File: src/rtl/vball_pkg.sv
`default_nettype none
// ============================================================================
// Package     : vball_pkg
// Description : Shared types and constants for the VBall ROM loader.
//               Loader FSM states, address-region codes, default ROM
//               region sizes and the ioctl indices used by the loader.
// Revision    : 1.0 - initial release
// ============================================================================
package vball_pkg;

  // Loader FSM states
  typedef enum logic [1:0] {
    IDLE    = 2'd0,
    SD_REQ  = 2'd1,
    SD_WAIT = 2'd2
  } ld_state_t;

  // Destination region of a blob byte
  typedef enum logic [1:0] {
    REG_MAIN = 2'd0,
    REG_SND  = 2'd1,
    REG_GFX  = 2'd2,
    REG_NONE = 2'd3
  } region_t;

  localparam int unsigned DEF_MAIN_SIZE = 32'h0001_0000;
  localparam int unsigned DEF_SND_SIZE  = 32'h0000_8000;

  localparam int unsigned ROM_INDEX = 0;
  localparam int unsigned DIP_INDEX = 254;

endpackage
`default_nettype wire

File: src/rtl/rom_loader_if.sv
`default_nettype none
// ============================================================================
// Interface   : rom_loader_if
// Description : hps_io ioctl download port. The master modport is the
//               hps_io side, the slave modport is the loader side.
// Revision    : 1.0 - initial release
// ============================================================================
interface rom_loader_if;
  logic        ioctl_download;
  logic        ioctl_wr;
  logic [7:0]  ioctl_index;
  logic [24:0] ioctl_addr;
  logic [7:0]  ioctl_dout;
  logic        ioctl_wait;

  modport master (
    output ioctl_download, ioctl_wr, ioctl_index, ioctl_addr, ioctl_dout,
    input  ioctl_wait
  );

  modport slave (
    input  ioctl_download, ioctl_wr, ioctl_index, ioctl_addr, ioctl_dout,
    output ioctl_wait
  );
endinterface
`default_nettype wire

File: src/rtl/rom_region_decode.sv
`default_nettype none
// ============================================================================
// Module      : rom_region_decode
// Description : Combinational blob-offset decoder. Classifies a 25-bit blob
//               offset as main-CPU ROM, sound-CPU ROM or graphics ROM and
//               returns the offset relative to the start of that region.
// Revision    : 1.0 - initial release
// ============================================================================
module rom_region_decode #(
  parameter int unsigned MAIN_SIZE = vball_pkg::DEF_MAIN_SIZE,
  parameter int unsigned GFX_BASE  = vball_pkg::DEF_MAIN_SIZE + vball_pkg::DEF_SND_SIZE
) (
  input  logic [24:0]       addr,
  output vball_pkg::region_t region,
  output logic [24:0]       offset
);
  import vball_pkg::*;

  localparam logic [24:0] C_MAIN_END = 25'(MAIN_SIZE);
  localparam logic [24:0] C_GFX_BASE = 25'(GFX_BASE);

  // Graphics is the catch-all: it is unbounded above GFX_BASE
  always_comb begin
    region = REG_GFX;
    offset = addr - C_GFX_BASE;
    if (addr < C_MAIN_END) begin
      region = REG_MAIN;
      offset = addr;
    end else if (addr < C_GFX_BASE) begin
      region = REG_SND;
      offset = addr - C_MAIN_END;
    end
  end

endmodule
`default_nettype wire

File: src/rtl/rom_loader.sv
`default_nettype none
// ============================================================================
// Module      : rom_loader
// Description : Routes the hps_io index-0 ROM blob into the main-CPU and
//               sound-CPU BRAMs and the graphics SDRAM, stalling hps_io
//               while an SDRAM write is outstanding. Captures index-254
//               DIP bytes and flags blob completion.
//               Optional macro ROM_LOADER_CHECKSUM_EN adds a 16-bit running
//               sum of accepted index-0 bytes on output cksum.
// Revision    : 1.0 - initial release
// ============================================================================
module rom_loader #(
  parameter int unsigned MAIN_SIZE = vball_pkg::DEF_MAIN_SIZE,
  parameter int unsigned SND_SIZE  = vball_pkg::DEF_SND_SIZE,
  parameter int unsigned GFX_BASE  = MAIN_SIZE + SND_SIZE,
  parameter int unsigned DIP_INDEX = vball_pkg::DIP_INDEX
) (
  input  logic               clk_sys,
  input  logic               reset,
  rom_loader_if.slave        ioctl,
  output logic [24:0]        sd_addr,
  output logic [7:0]         sd_din,
  output logic               sd_we,
  input  logic               sd_ready,
  output logic [15:0]        rom_addr,
  output logic [7:0]         rom_data,
  output logic               main_we,
  output logic               snd_we,
  output logic [7:0]         dsw1,
  output logic [7:0]         dsw2,
  output logic               load_done,
  output logic               err_overrun
`ifdef ROM_LOADER_CHECKSUM_EN
  ,
  output logic [15:0]        cksum
`endif
);
  import vball_pkg::*;

  localparam logic [7:0] C_ROM_IDX = 8'(ROM_INDEX);
  localparam logic [7:0] C_DIP_IDX = 8'(DIP_INDEX);

  ld_state_t   state_q, state_d;
  logic        ioctl_wait_q, ioctl_wait_d;
  logic        sd_we_q, sd_we_d;
  logic        main_we_q, main_we_d;
  logic        snd_we_q, snd_we_d;
  logic [24:0] sd_addr_q, sd_addr_d;
  logic [7:0]  sd_din_q, sd_din_d;
  logic [15:0] rom_addr_q, rom_addr_d;
  logic [7:0]  rom_data_q, rom_data_d;
  logic [7:0]  dsw1_q, dsw1_d;
  logic [7:0]  dsw2_q, dsw2_d;
  logic        load_done_q, load_done_d;
  logic        done_pend_q, done_pend_d;
  logic        err_overrun_q, err_overrun_d;
  logic        dl_q, dl_d;
  logic        dl0_q, dl0_d;
`ifdef ROM_LOADER_CHECKSUM_EN
  logic [15:0] cksum_q, cksum_d;
`endif

  region_t     region;
  logic [24:0] offset;
  logic        rom_wr;
  logic        accept;
  logic        dl_rise0;
  logic        dl_fall0;

  rom_region_decode #(
    .MAIN_SIZE (MAIN_SIZE),
    .GFX_BASE  (GFX_BASE)
  ) u_decode (
    .addr   (ioctl.ioctl_addr),
    .region (region),
    .offset (offset)
  );

  // Next-state computation for the FSM, strobes, DIP latches and status flags
  always_comb begin
    rom_wr   = ioctl.ioctl_wr && (ioctl.ioctl_index == C_ROM_IDX);
    accept   = rom_wr && ioctl.ioctl_download && (state_q == IDLE);
    dl_rise0 = ioctl.ioctl_download && !dl_q && (ioctl.ioctl_index == C_ROM_IDX);
    dl_fall0 = !ioctl.ioctl_download && dl0_q;

    state_d       = state_q;
    ioctl_wait_d  = ioctl_wait_q;
    sd_we_d       = 1'b0;
    main_we_d     = 1'b0;
    snd_we_d      = 1'b0;
    sd_addr_d     = sd_addr_q;
    sd_din_d      = sd_din_q;
    rom_addr_d    = rom_addr_q;
    rom_data_d    = rom_data_q;
    dsw1_d        = dsw1_q;
    dsw2_d        = dsw2_q;
    load_done_d   = load_done_q;
    done_pend_d   = done_pend_q;
    err_overrun_d = err_overrun_q;
    dl_d          = ioctl.ioctl_download;
    dl0_d         = ioctl.ioctl_download && (ioctl.ioctl_index == C_ROM_IDX);
`ifdef ROM_LOADER_CHECKSUM_EN
    cksum_d       = (dl_rise0 ? 16'h0000 : cksum_q) +
                    (accept ? {8'h00, ioctl.ioctl_dout} : 16'h0000);
`endif

    unique case (state_q)
      IDLE: begin
        ioctl_wait_d = 1'b0;
        if (accept) begin
          unique case (region)
            REG_MAIN: begin
              main_we_d  = 1'b1;
              rom_addr_d = offset[15:0];
              rom_data_d = ioctl.ioctl_dout;
            end
            REG_SND: begin
              snd_we_d   = 1'b1;
              rom_addr_d = offset[15:0];
              rom_data_d = ioctl.ioctl_dout;
            end
            REG_GFX: begin
              state_d      = SD_REQ;
              sd_we_d      = 1'b1;
              sd_addr_d    = offset;
              sd_din_d     = ioctl.ioctl_dout;
              ioctl_wait_d = 1'b1;
            end
            default: ;
          endcase
        end
      end
      // An acknowledge coinciding with the request is honoured immediately
      SD_REQ: begin
        if (sd_ready) begin
          state_d      = IDLE;
          ioctl_wait_d = 1'b0;
        end else begin
          state_d = SD_WAIT;
        end
      end
      SD_WAIT: begin
        if (sd_ready) begin
          state_d      = IDLE;
          ioctl_wait_d = 1'b0;
        end
      end
      default: begin
        state_d      = IDLE;
        ioctl_wait_d = 1'b0;
      end
    endcase

    // A ROM byte arriving while an SDRAM write is outstanding is lost
    if (dl_rise0) err_overrun_d = 1'b0;
    if (rom_wr && (state_q != IDLE)) err_overrun_d = 1'b1;

    // DIP bytes live at offsets 0 and 1; accepted regardless of FSM state
    if (ioctl.ioctl_wr && (ioctl.ioctl_index == C_DIP_IDX) &&
        (ioctl.ioctl_addr[24:3] == 22'd0)) begin
      if (ioctl.ioctl_addr[2:0] == 3'd0) dsw1_d = ioctl.ioctl_dout;
      if (ioctl.ioctl_addr[2:0] == 3'd1) dsw2_d = ioctl.ioctl_dout;
    end

    // Completion waits for any in-flight SDRAM write to drain
    if (dl_rise0) begin
      load_done_d = 1'b0;
      done_pend_d = 1'b0;
    end
    if (dl_fall0) begin
      if (state_q == IDLE) load_done_d = 1'b1;
      else                 done_pend_d = 1'b1;
    end
    if (done_pend_q && (state_q == IDLE)) begin
      load_done_d = 1'b1;
      done_pend_d = 1'b0;
    end
  end

  // State and output registers with synchronous reset
  always_ff @(posedge clk_sys) begin
    if (reset) begin
      state_q       <= IDLE;
      ioctl_wait_q  <= 1'b0;
      sd_we_q       <= 1'b0;
      main_we_q     <= 1'b0;
      snd_we_q      <= 1'b0;
      sd_addr_q     <= '0;
      sd_din_q      <= '0;
      rom_addr_q    <= '0;
      rom_data_q    <= '0;
      dsw1_q        <= 8'hFF;
      dsw2_q        <= 8'hFF;
      load_done_q   <= 1'b0;
      done_pend_q   <= 1'b0;
      err_overrun_q <= 1'b0;
      dl_q          <= 1'b0;
      dl0_q         <= 1'b0;
`ifdef ROM_LOADER_CHECKSUM_EN
      cksum_q       <= '0;
`endif
    end else begin
      state_q       <= state_d;
      ioctl_wait_q  <= ioctl_wait_d;
      sd_we_q       <= sd_we_d;
      main_we_q     <= main_we_d;
      snd_we_q      <= snd_we_d;
      sd_addr_q     <= sd_addr_d;
      sd_din_q      <= sd_din_d;
      rom_addr_q    <= rom_addr_d;
      rom_data_q    <= rom_data_d;
      dsw1_q        <= dsw1_d;
      dsw2_q        <= dsw2_d;
      load_done_q   <= load_done_d;
      done_pend_q   <= done_pend_d;
      err_overrun_q <= err_overrun_d;
      dl_q          <= dl_d;
      dl0_q         <= dl0_d;
`ifdef ROM_LOADER_CHECKSUM_EN
      cksum_q       <= cksum_d;
`endif
    end
  end

  assign ioctl.ioctl_wait = ioctl_wait_q;
  assign sd_addr          = sd_addr_q;
  assign sd_din           = sd_din_q;
  assign sd_we            = sd_we_q;
  assign rom_addr         = rom_addr_q;
  assign rom_data         = rom_data_q;
  assign main_we          = main_we_q;
  assign snd_we           = snd_we_q;
  assign dsw1             = dsw1_q;
  assign dsw2             = dsw2_q;
  assign load_done        = load_done_q;
  assign err_overrun      = err_overrun_q;
`ifdef ROM_LOADER_CHECKSUM_EN
  assign cksum            = cksum_q;
`endif

endmodule
`default_nettype wire

File: src/flat_wrapper.sv
// flat-port wrapper written by rule: the top's interface ports become plain ports
module rom_loader_flat import vball_pkg::*;
#(
  parameter int unsigned MAIN_SIZE = vball_pkg::DEF_MAIN_SIZE,
  parameter int unsigned SND_SIZE  = vball_pkg::DEF_SND_SIZE,
  parameter int unsigned GFX_BASE  = MAIN_SIZE + SND_SIZE,
  parameter int unsigned DIP_INDEX = vball_pkg::DIP_INDEX
)
  (clk_sys, reset, sd_addr, sd_din, sd_we, sd_ready, rom_addr, rom_data, main_we, snd_we, dsw1, dsw2, load_done, err_overrun, ioctl_ioctl_download, ioctl_ioctl_wr, ioctl_ioctl_index, ioctl_ioctl_addr, ioctl_ioctl_dout, ioctl_ioctl_wait);
  rom_loader_if ioctl_i ();
  input  logic clk_sys;
  input  logic reset;
  output logic [24:0] sd_addr;
  output logic [7:0] sd_din;
  output logic sd_we;
  input  logic sd_ready;
  output logic [15:0] rom_addr;
  output logic [7:0] rom_data;
  output logic main_we;
  output logic snd_we;
  output logic [7:0] dsw1;
  output logic [7:0] dsw2;
  output logic load_done;
  output logic err_overrun;
  input wire logic [$bits(ioctl_i.ioctl_download)-1:0] ioctl_ioctl_download;
  input wire logic [$bits(ioctl_i.ioctl_wr)-1:0] ioctl_ioctl_wr;
  input wire logic [$bits(ioctl_i.ioctl_index)-1:0] ioctl_ioctl_index;
  input wire logic [$bits(ioctl_i.ioctl_addr)-1:0] ioctl_ioctl_addr;
  input wire logic [$bits(ioctl_i.ioctl_dout)-1:0] ioctl_ioctl_dout;
  output wire logic [$bits(ioctl_i.ioctl_wait)-1:0] ioctl_ioctl_wait;
  assign ioctl_i.ioctl_download = ioctl_ioctl_download;
  assign ioctl_i.ioctl_wr = ioctl_ioctl_wr;
  assign ioctl_i.ioctl_index = ioctl_ioctl_index;
  assign ioctl_i.ioctl_addr = ioctl_ioctl_addr;
  assign ioctl_i.ioctl_dout = ioctl_ioctl_dout;
  assign ioctl_ioctl_wait = ioctl_i.ioctl_wait;
  rom_loader #(.MAIN_SIZE(MAIN_SIZE), .SND_SIZE(SND_SIZE), .GFX_BASE(GFX_BASE), .DIP_INDEX(DIP_INDEX)) u_core (.clk_sys(clk_sys), .reset(reset), .ioctl(ioctl_i), .sd_addr(sd_addr), .sd_din(sd_din), .sd_we(sd_we), .sd_ready(sd_ready), .rom_addr(rom_addr), .rom_data(rom_data), .main_we(main_we), .snd_we(snd_we), .dsw1(dsw1), .dsw2(dsw2), .load_done(load_done), .err_overrun(err_overrun));
endmodule
File: config.mk
export PLATFORM = sky130hd
export DESIGN_NAME = rom_loader_flat
export DESIGN_NICKNAME = d
export VERILOG_FILES = /design/src/rtl/vball_pkg.sv /design/src/rtl/rom_loader_if.sv /design/src/rtl/rom_region_decode.sv /design/src/rtl/rom_loader.sv /design/src/flat_wrapper.sv
export SDC_FILE = /design/constraint.sdc
export NUM_CORES = 1
export LEC_CHECK = 0
export ABC_AREA = 1
export CORE_MARGIN = 5
export CORE_UTILIZATION = 30
export CTS_BUF_LIST = sky130_fd_sc_hd__clkbuf_16
export CTS_CLUSTER_DIAMETER = 100
export DETAILED_ROUTE_END_ITERATION = 16
export HOLD_SLACK_MARGIN = 0.1
export PLACE_DENSITY_LB_ADDON = 0.15
export SLEW_MARGIN = 15
export SYNTH_ARGS = -nofsm -noshare
export SYNTH_HDL_FRONTEND = slang
export SYNTH_HIERARCHICAL = 1
export SYNTH_SLANG_ARGS = --single-unit
File: constraint.sdc
create_clock -name clk_sys -period 1.8 [get_ports clk_sys]
set_input_delay 0.27 -clock clk_sys [delete_from_list [all_inputs] [get_ports clk_sys]]
set_output_delay 0.27 -clock clk_sys [all_outputs]
set_load 0.005 [all_outputs]
==> flow_summary.json, run 1 <==
{
  "grt_first_pass_wirelength_mm": 20.69,
  "detail_route.drc_violations": 0,
  "status": "finished, final reports clean",
  "totalPowerFinal_mw": 4.578,
  "core_area_um2": 13930,
  "syn_avg_cell_area_um2": 6.804,
  "critPathKind": "input port to flop",
  "pin_count": 125,
  "post_synth_xor_area_fraction": 0.006149,
  "max_fo_critical_path": 4,
  "clkLatencyLatePin_ps": 340,
  "synth-edff-count": 0,
  "worst_pin_slew_ps": 283.1,
  "cp_capture_type": "flop",
  "final-hold-violation-count": 0,
  "max_freq_ghz": 0.5861,
  "synthesis.nets": 681,
  "grt_resource_usage_total": 0.1571,
  "avgViaCountPerCell": 4.332,
  "floorplan.die.height_um": 129.3,
  "replace_congestion": 0.8187,
  "numCtsBuffers": 9,
  "filler_cell_count": 1457,
  "clock-root-buffer": "sky130_fd_sc_hd__clkbuf_16",
  "h-tree-depth": 3,
  "whs_ps": 460.6,
  "final_util": 0.4532,
  "max_cap_viol_count": 0,
  "timing.critical_path.from_type": "input port",
  "maximum_number_of_pins_on_one_net_before_global_route_repair": 41,
  "worstPathRequired_ps": 2040,
  "drt_wl_total_mm": 12.98,
  "finalCriticalPeriod_ps": 1706,
  "static-leakage-power_nw": 3.015,
  "antenna_violations_before_repair": 0,
  "fraction_of_the_mapped_netlist_area_in_simple_logic_gates": 0.4020,
  "worst_stage_delay_on_the_critical_path_ps": 250,
  "final.setup_skew_ps": 7.734,
  "globalRouteOverflowTotal": 0,
  "finalNetCount": 846,
  "worstHoldPathType": "flop to flop",
  "ctsHoldBuffers": 0,
  "period_share": 0.9480,
  "synth_warnings": 6,
  "first_global_vias": 4126,
  "final_layout_size_suffix_gt1_frac": 0.1554,
  "antenna_left": 0,
  "antenna_cells": 0,
  "die_area_um2": 16730,
  "first_pass_iters": 4,
  "worst_ep_arrival_time_ps": 1950,
  "crit_slowest_cell": "sky130_fd_sc_hd__dlygate4sd2_1",
  "fp.dieW_um": 129.3,
  "ys.flop_type": "sky130_fd_sc_hd__dfxtp_1",
  "port-buffer-count": 124,
  "maxSlewViolCount": 0,
  "clockBufferDepth": 2,
  "std_cell_rows": 43,
  "synth_seq_area_share": 0.3936,
  "floorplan.initialDensity": 0.3066,
  "timing.critical_path.mode_cell": "sky130_fd_sc_hd__buf_4",
  "clk_pin_slew_ps": 60,
  "synthMuxAreaShare": 0,
  "number_of_flip_flops_and_latches_in_the_synthesized_netlist": 84,
  "vias": 4237,
  "route.detailed.wl_per_inst_um": 13.27,
  "synthDistinctLibCells": 33,
  "synth_top_family_by_area": "simple AND/OR/NAND/NOR gates",
  "postSynth.asyncResetShare": 0,
  "powerDensity_nw_per_um2": 724.9,
  "synth_cells": 628,
  "synthAdderAreaFrac": 0.02050,
  "ir_worst_vdd_uv": 365.3,
  "cts_tree": "built",
  "flow.area_growth_from_synthesis_pct": 47.79,
  "detailed_place_hpwl_mm": 9.397,
  "setup_violations": 0,
  "clock_sinks": 84,
  "initialDrtViolationCount": 229,
  "synth_compound_gate_area_share": 0.02079,
  "rsz_0062_raised_after_global_routing": "false",
  "cp_cell_sequence": "dlygate4sd2_1 > nor2_2 > nand2_1 > inv_2 > nand3b_1 > buf_4 > buf_4 > buf_4 > buf_4 > buf_4 > nand4_1 > nand2_1 > inv_1 > nand3_1 > nand2_1 > nor2_1",
  "max-slew-margin-rel": 0.8099,
  "synth_area_um2": 4273
}
## registers in the layout, indices dropped and copies added (netlist names), 2 cells and up
name,count
u_core/dsw2,8
u_core/dsw1,8
u_core/rom_data,8
u_core/sd_din,8
u_core/state_q,2
u_core/sd_addr,25
u_core/rom_addr,16
## metrics by stage
step           cell area, um^2  TNS (ps)  instances  worst slack [ps]
2_1_floorplan             4278         0        628             8.075
4_1_cts                   6320         0        977             16.63
3_5_place_dp              5898    -28890        950            -533.2
3_3_place_gp              5898    -28400        950            -514.1
6_report                  6315         0        978             93.66
5_1_grt                   6315         0        978             2.027
## logic make-up after synthesis
kind of cell | count (synthesis)
buffers and inverters | 126
adders and majority gates | 7
DFF | 84
AOI/OAI and AO/OA | 17
xor gates and xnor gates | 3
and+or+nand+nor | 391
## per-layer routing
metal,vias to the layer above,routed length [um],GRT usage
met5,-,0,0
met4,0,193,0.05683
met3,14,584,0.03092
met2,80,6152,0.2640
met1,1916,6049,0.2005
li1,2227,-,-
## power breakdown
group | total [mW] | internal [mW] | switching (mW)
logic | 0.812 | 0.306 | 0.506
registers | 1.91 | 1.89 | 0.0196
clock network | 1.86 | 1.07 | 0.790
total | 4.58 | 3.26 | 1.31
## cells in the final DEF (no fill, tap or decap), types with 2 or more instances in the layout
master and instances:
sky130_fd_sc_hd__nor2_1 145, sky130_fd_sc_hd__nand2_1 141, sky130_fd_sc_hd__clkdlybuf4s50_1 114, sky130_fd_sc_hd__dfxtp_1 84, sky130_fd_sc_hd__inv_1 80, sky130_fd_sc_hd__nand3_1 71, sky130_fd_sc_hd__buf_4 60, sky130_fd_sc_hd__clkbuf_16 9
sky130_fd_sc_hd__a21oi_1 9, sky130_fd_sc_hd__nand2_2 8, sky130_fd_sc_hd__inv_2 7, sky130_fd_sc_hd__nand4_1 6, sky130_fd_sc_hd__o21ai_0 6, sky130_fd_sc_hd__ha_1 5, sky130_fd_sc_hd__buf_12 5, sky130_fd_sc_hd__clkbuf_2 4
sky130_fd_sc_hd__dlygate4sd2_1 4, sky130_fd_sc_hd__nor2_4 4, sky130_fd_sc_hd__nor2_2 4, sky130_fd_sc_hd__clkinv_2 3, sky130_fd_sc_hd__clkinv_4 2, sky130_fd_sc_hd__clkdlybuf4s15_1 2, sky130_fd_sc_hd__buf_6 2, sky130_fd_sc_hd__nor3_2 2
sky130_fd_sc_hd__nor3b_2 2, sky130_fd_sc_hd__ha_2 2, sky130_fd_sc_hd__xor2_1 2
## cells in the mapped netlist, types with 2 or more instances
library cell / count / area share
sky130_fd_sc_hd__a21oi_1: 9 / 0.011
sky130_fd_sc_hd__buf_2: 4 / 0.0047
sky130_fd_sc_hd__buf_4: 18 / 0.032
sky130_fd_sc_hd__buf_6: 16 / 0.042
sky130_fd_sc_hd__dfxtp_1: 84 / 0.39
sky130_fd_sc_hd__ha_1: 7 / 0.020
sky130_fd_sc_hd__inv_1: 83 / 0.073
sky130_fd_sc_hd__inv_2: 2 / 0.0018
sky130_fd_sc_hd__nand2_1: 142 / 0.12
sky130_fd_sc_hd__nand2_2: 7 / 0.010
sky130_fd_sc_hd__nand3_1: 71 / 0.083
sky130_fd_sc_hd__nand4_1: 6 / 0.0088
sky130_fd_sc_hd__nor2_1: 146 / 0.13
sky130_fd_sc_hd__nor2_2: 4 / 0.0059
sky130_fd_sc_hd__nor2_4: 3 / 0.0079
sky130_fd_sc_hd__nor3_2: 2 / 0.0047
sky130_fd_sc_hd__nor3b_2: 2 / 0.0059
sky130_fd_sc_hd__o21ai_0: 6 / 0.0070
sky130_fd_sc_hd__xor2_1: 2 / 0.0041
## worst paths after layout
check / startpoint / to / slack [ps] / cells past startpoint
hold / removal: u_core/dsw1[7] / u_core/dsw1[7] / 460 / 2
hold reg to reg: u_core/dsw1[7] / u_core/dsw1[7] / 460 / 2
setup / recovery: ioctl_ioctl_addr[21] / u_core/sd_addr[24] / 90 / 16
setup reg to reg: u_core/state_q[0] / u_core/sd_addr[13] / 360 / 7
## area by class of cell
class / instances / area [um^2] / area share
well taps: 180 / 225.2 / 0.03566
clock buffers: 9 / 225.2 / 0.03566
clock inverters: 7 / 66.31 / 0.01050
inverters: 87 / 331.6 / 0.05251
flip-flops and latches: 84 / 1682 / 0.2663
repair buffers: 193 / 1849 / 0.2928
multi-input cells: 418 / 1936 / 0.3065
## worst max-delay path: cells and delay by family
family | cells | cell delay [ps]
buffers and inverters | 8 | 1050
and+or+nand+nor | 8 | 620
## timing repair
action,4_1_cts,5_1_grt
buffers inserted,9,1
gates cloned,2,0
endpoints found under the setup margin,35,35
pin swaps,6,8
resized for setup,16,11
Note: power is estimated with default switching activity, not from simulation.
==> inputs of run 2 (changes only) <==
clock period = 2.13 ns   (was 1.8 ns; I/O delays follow)
==> flow_summary.json, run 2 (synthesis gave the netlist of run 1 again) <==
{
  "status": "finished, final reports clean",
  "replace_congestion": 0.8161,
  "numCtsBuffers": 9,
  "worstPathRequired_ps": 2360,
  "timing.critical_path.from": "ioctl_ioctl_addr[21]",
  "critPathKind": "input port to flop",
  "timing.reg2reg.setup_slack_ps": 660,
  "ir_worst_vdd_uv": 311.3,
  "port-buffer-count": 124,
  "layout_commonest_cell": "sky130_fd_sc_hd__nor2_1",
  "instance_area_at_placement_um2": 5776,
  "cp_cell_sequence": "clkdlybuf4s50_1 > nor2_2 > nand2_1 > inv_2 > nand3b_1 > nand2_2 > inv_1 > inv_1 > nor2_4 > inv_2 > nor3_4 > buf_6 > clkbuf_16 > nand3_1 > nand2_1 > nor2_1",
  "pin_count": 125,
  "flow.area_growth_from_synthesis_pct": 44.19,
  "hold_end": "u_core/dsw2[7]",
  "dp.cells": 933,
  "finalNetCount": 822,
  "final.setup_skew_ps": 3.544,
  "h-tree-depth": 3,
  "ctsHoldBuffers": 0,
  "setup_violations": 0,
  "globalRouteOverflowTotal": 0,
  "detail_route.drc_violations": 0,
  "first_global_vias": 4020,
  "cts_tree": "built",
  "totalPowerFinal_mw": 3.711,
  "maximum_number_of_pins_on_one_net_before_global_route_repair": 37,
  "worst_pin_slew_ps": 343.3,
  "clock-root-buffer": "sky130_fd_sc_hd__clkbuf_16",
  "timing.critical_path.from_type": "input port",
  "grt_first_pass_wirelength_mm": 20.04,
  "fp.dieW_um": 129.3,
  "worst_stage_delay_on_the_critical_path_ps": 500,
  "clock_sinks": 84,
  "final_util": 0.4421,
  "static-leakage-power_nw": 2.901,
  "rr_endpoint": "u_core/load_done",
  "reg2regPathDepth": 7,
  "first_pass_iters": 5,
  "avgViaCountPerCell": 4.345,
  "reg2reg_from": "u_core/state_q[1]",
  "detailed_place_hpwl_mm": 9.377,
  "cp_capture_type": "flop",
  "largest_register_ff_count": 25,
  "commonest_cells_after_routing_fill_and_taps_aside": "145 x sky130_fd_sc_hd__nor2_1, 141 x sky130_fd_sc_hd__nand2_1, 122 x sky130_fd_sc_hd__clkdlybuf4s50_1",
  "antenna_violations_before_repair": 0,
  "max_fo_critical_path": 6,
  "max_freq_ghz": 0.5121,
  "crit_slowest_cell": "sky130_fd_sc_hd__clkdlybuf4s50_1",
  "std_cell_rows": 43,
  "worst_ep_arrival_time_ps": 2190,
  "clockBufferDepth": 2,
  "post_layout_nonfiller_instances": 954,
  "route.detailed.wl_per_inst_um": 13.32,
  "rsz_0062_raised_after_global_routing": "false",
  "final_cell_area_um2": 6161,
  "core_area_um2": 13930,
  "initialDrtViolationCount": 286,
  "max_cap_viol_count": 0,
  "clk_pin_slew_ps": 60,
  "antenna_left": 0,
  "worstHoldPathType": "flop to flop",
  "hold_path_depth": 2,
  "period_share": 0.9168,
  "powerDensity_nw_per_um2": 602.3,
  "antenna_cells": 0,
  "floorplan.initialDensity": 0.3066,
  "grt_resource_usage_total": 0.1524,
  "vias": 4145,
  "floorplan.die.height_um": 129.3,
  "final-hold-violation-count": 0,
  "holdCritStartpoint": "u_core/dsw2[7]",
  "maxSlewViolCount": 0,
  "final_layout_size_suffix_gt1_frac": 0.1189,
  "die_area_um2": 16730,
  "clkLatencyLatePin_ps": 340,
  "drt_wl_total_mm": 12.71,
  "finalCriticalPeriod_ps": 1953,
  "max-slew-margin-rel": 0.7687
}
-- run 2: changes by cell type in the layout (fill, tap and decap cells not counted), sizes merged --
| cell | before | now |
|---|---|---|
| clkbuf | 13 | 12 |
| dlygate4sd2 | 4 | 0 |
| clkdlybuf4s15 | 2 | 0 |
| clkdlybuf4s50 | 114 | 122 |
| dlymetal6s2s | 0 | 2 |
| clkinvlp | 0 | 2 |
| bufbuf | 1 | 0 |
| bufinv | 1 | 0 |
| buf | 68 | 42 |
| inv | 88 | 87 |
-- run 2: cell type report --
type,instances,area [um^2]
repair buffers,169,1723
well taps,180,225.2
inverters,87,331.6
clock inverters,7,41.29
flip-flops and latches,84,1682
clock buffers,9,225.2
multi-input cells,418,1933
fillers,1441,7774
-- run 2: how the worst max path moves through the flow --
| stage | end | slack [ps] | cells past startpoint |
|---|---|---|---|
| after floorplan | u_core/sd_addr[20] | 250 | 15 |
| after global placement | u_core/sd_addr[0] | -290 | 16 |
| after detailed placement | u_core/state_q[0] | -370 | 17 |
| after CTS | u_core/state_q[0] | 10 | 17 |
| after global routing | u_core/sd_addr[22] | 6 | 15 |
| final | u_core/sd_din[4] | 180 | 16 |
-- run 2: where the power goes --
part / switching [mW] / internal (mW) / leakage (nW)
logic: 0.425 / 0.245 / 2.10
registers: 0.0193 / 1.59 / 0.678
clock network: 0.645 / 0.781 / 0.127
-- run 2: per-layer routing --
layer	track usage	wire, um	vias to the layer above
li1	-	-	2174
met1	0.1983	5866	1852
met2	0.2518	5880	105
met3	0.03133	785	14
met4	0.05188	174	0
met5	0	0	-
-- run 2: worst max-delay path, delay by kind of cell --
kind                   cells  cell delay [ps]
buffers and inverters      7             1050
and+or+nand+nor            9              810
-- run 2: timing repair --
item                                    4_1_cts  5_1_grt
gates resized for setup                       1       10
pin swaps                                     0        6
endpoints found under the setup margin        2       35
buffers inserted                              0        2
gates cloned                                  0        3
-- run 2: stage by stage --
stage	setup TNS [ps]	hold WS, ps	setup slack, ps
after floorplan	0	389.0	255.0
after global placement	-10200	446.6	-287.6
after detailed placement	-12260	450.7	-365.2
after CTS	0	465.1	10.57
after global routing	0	486.0	5.965
final	0	459.3	177.1
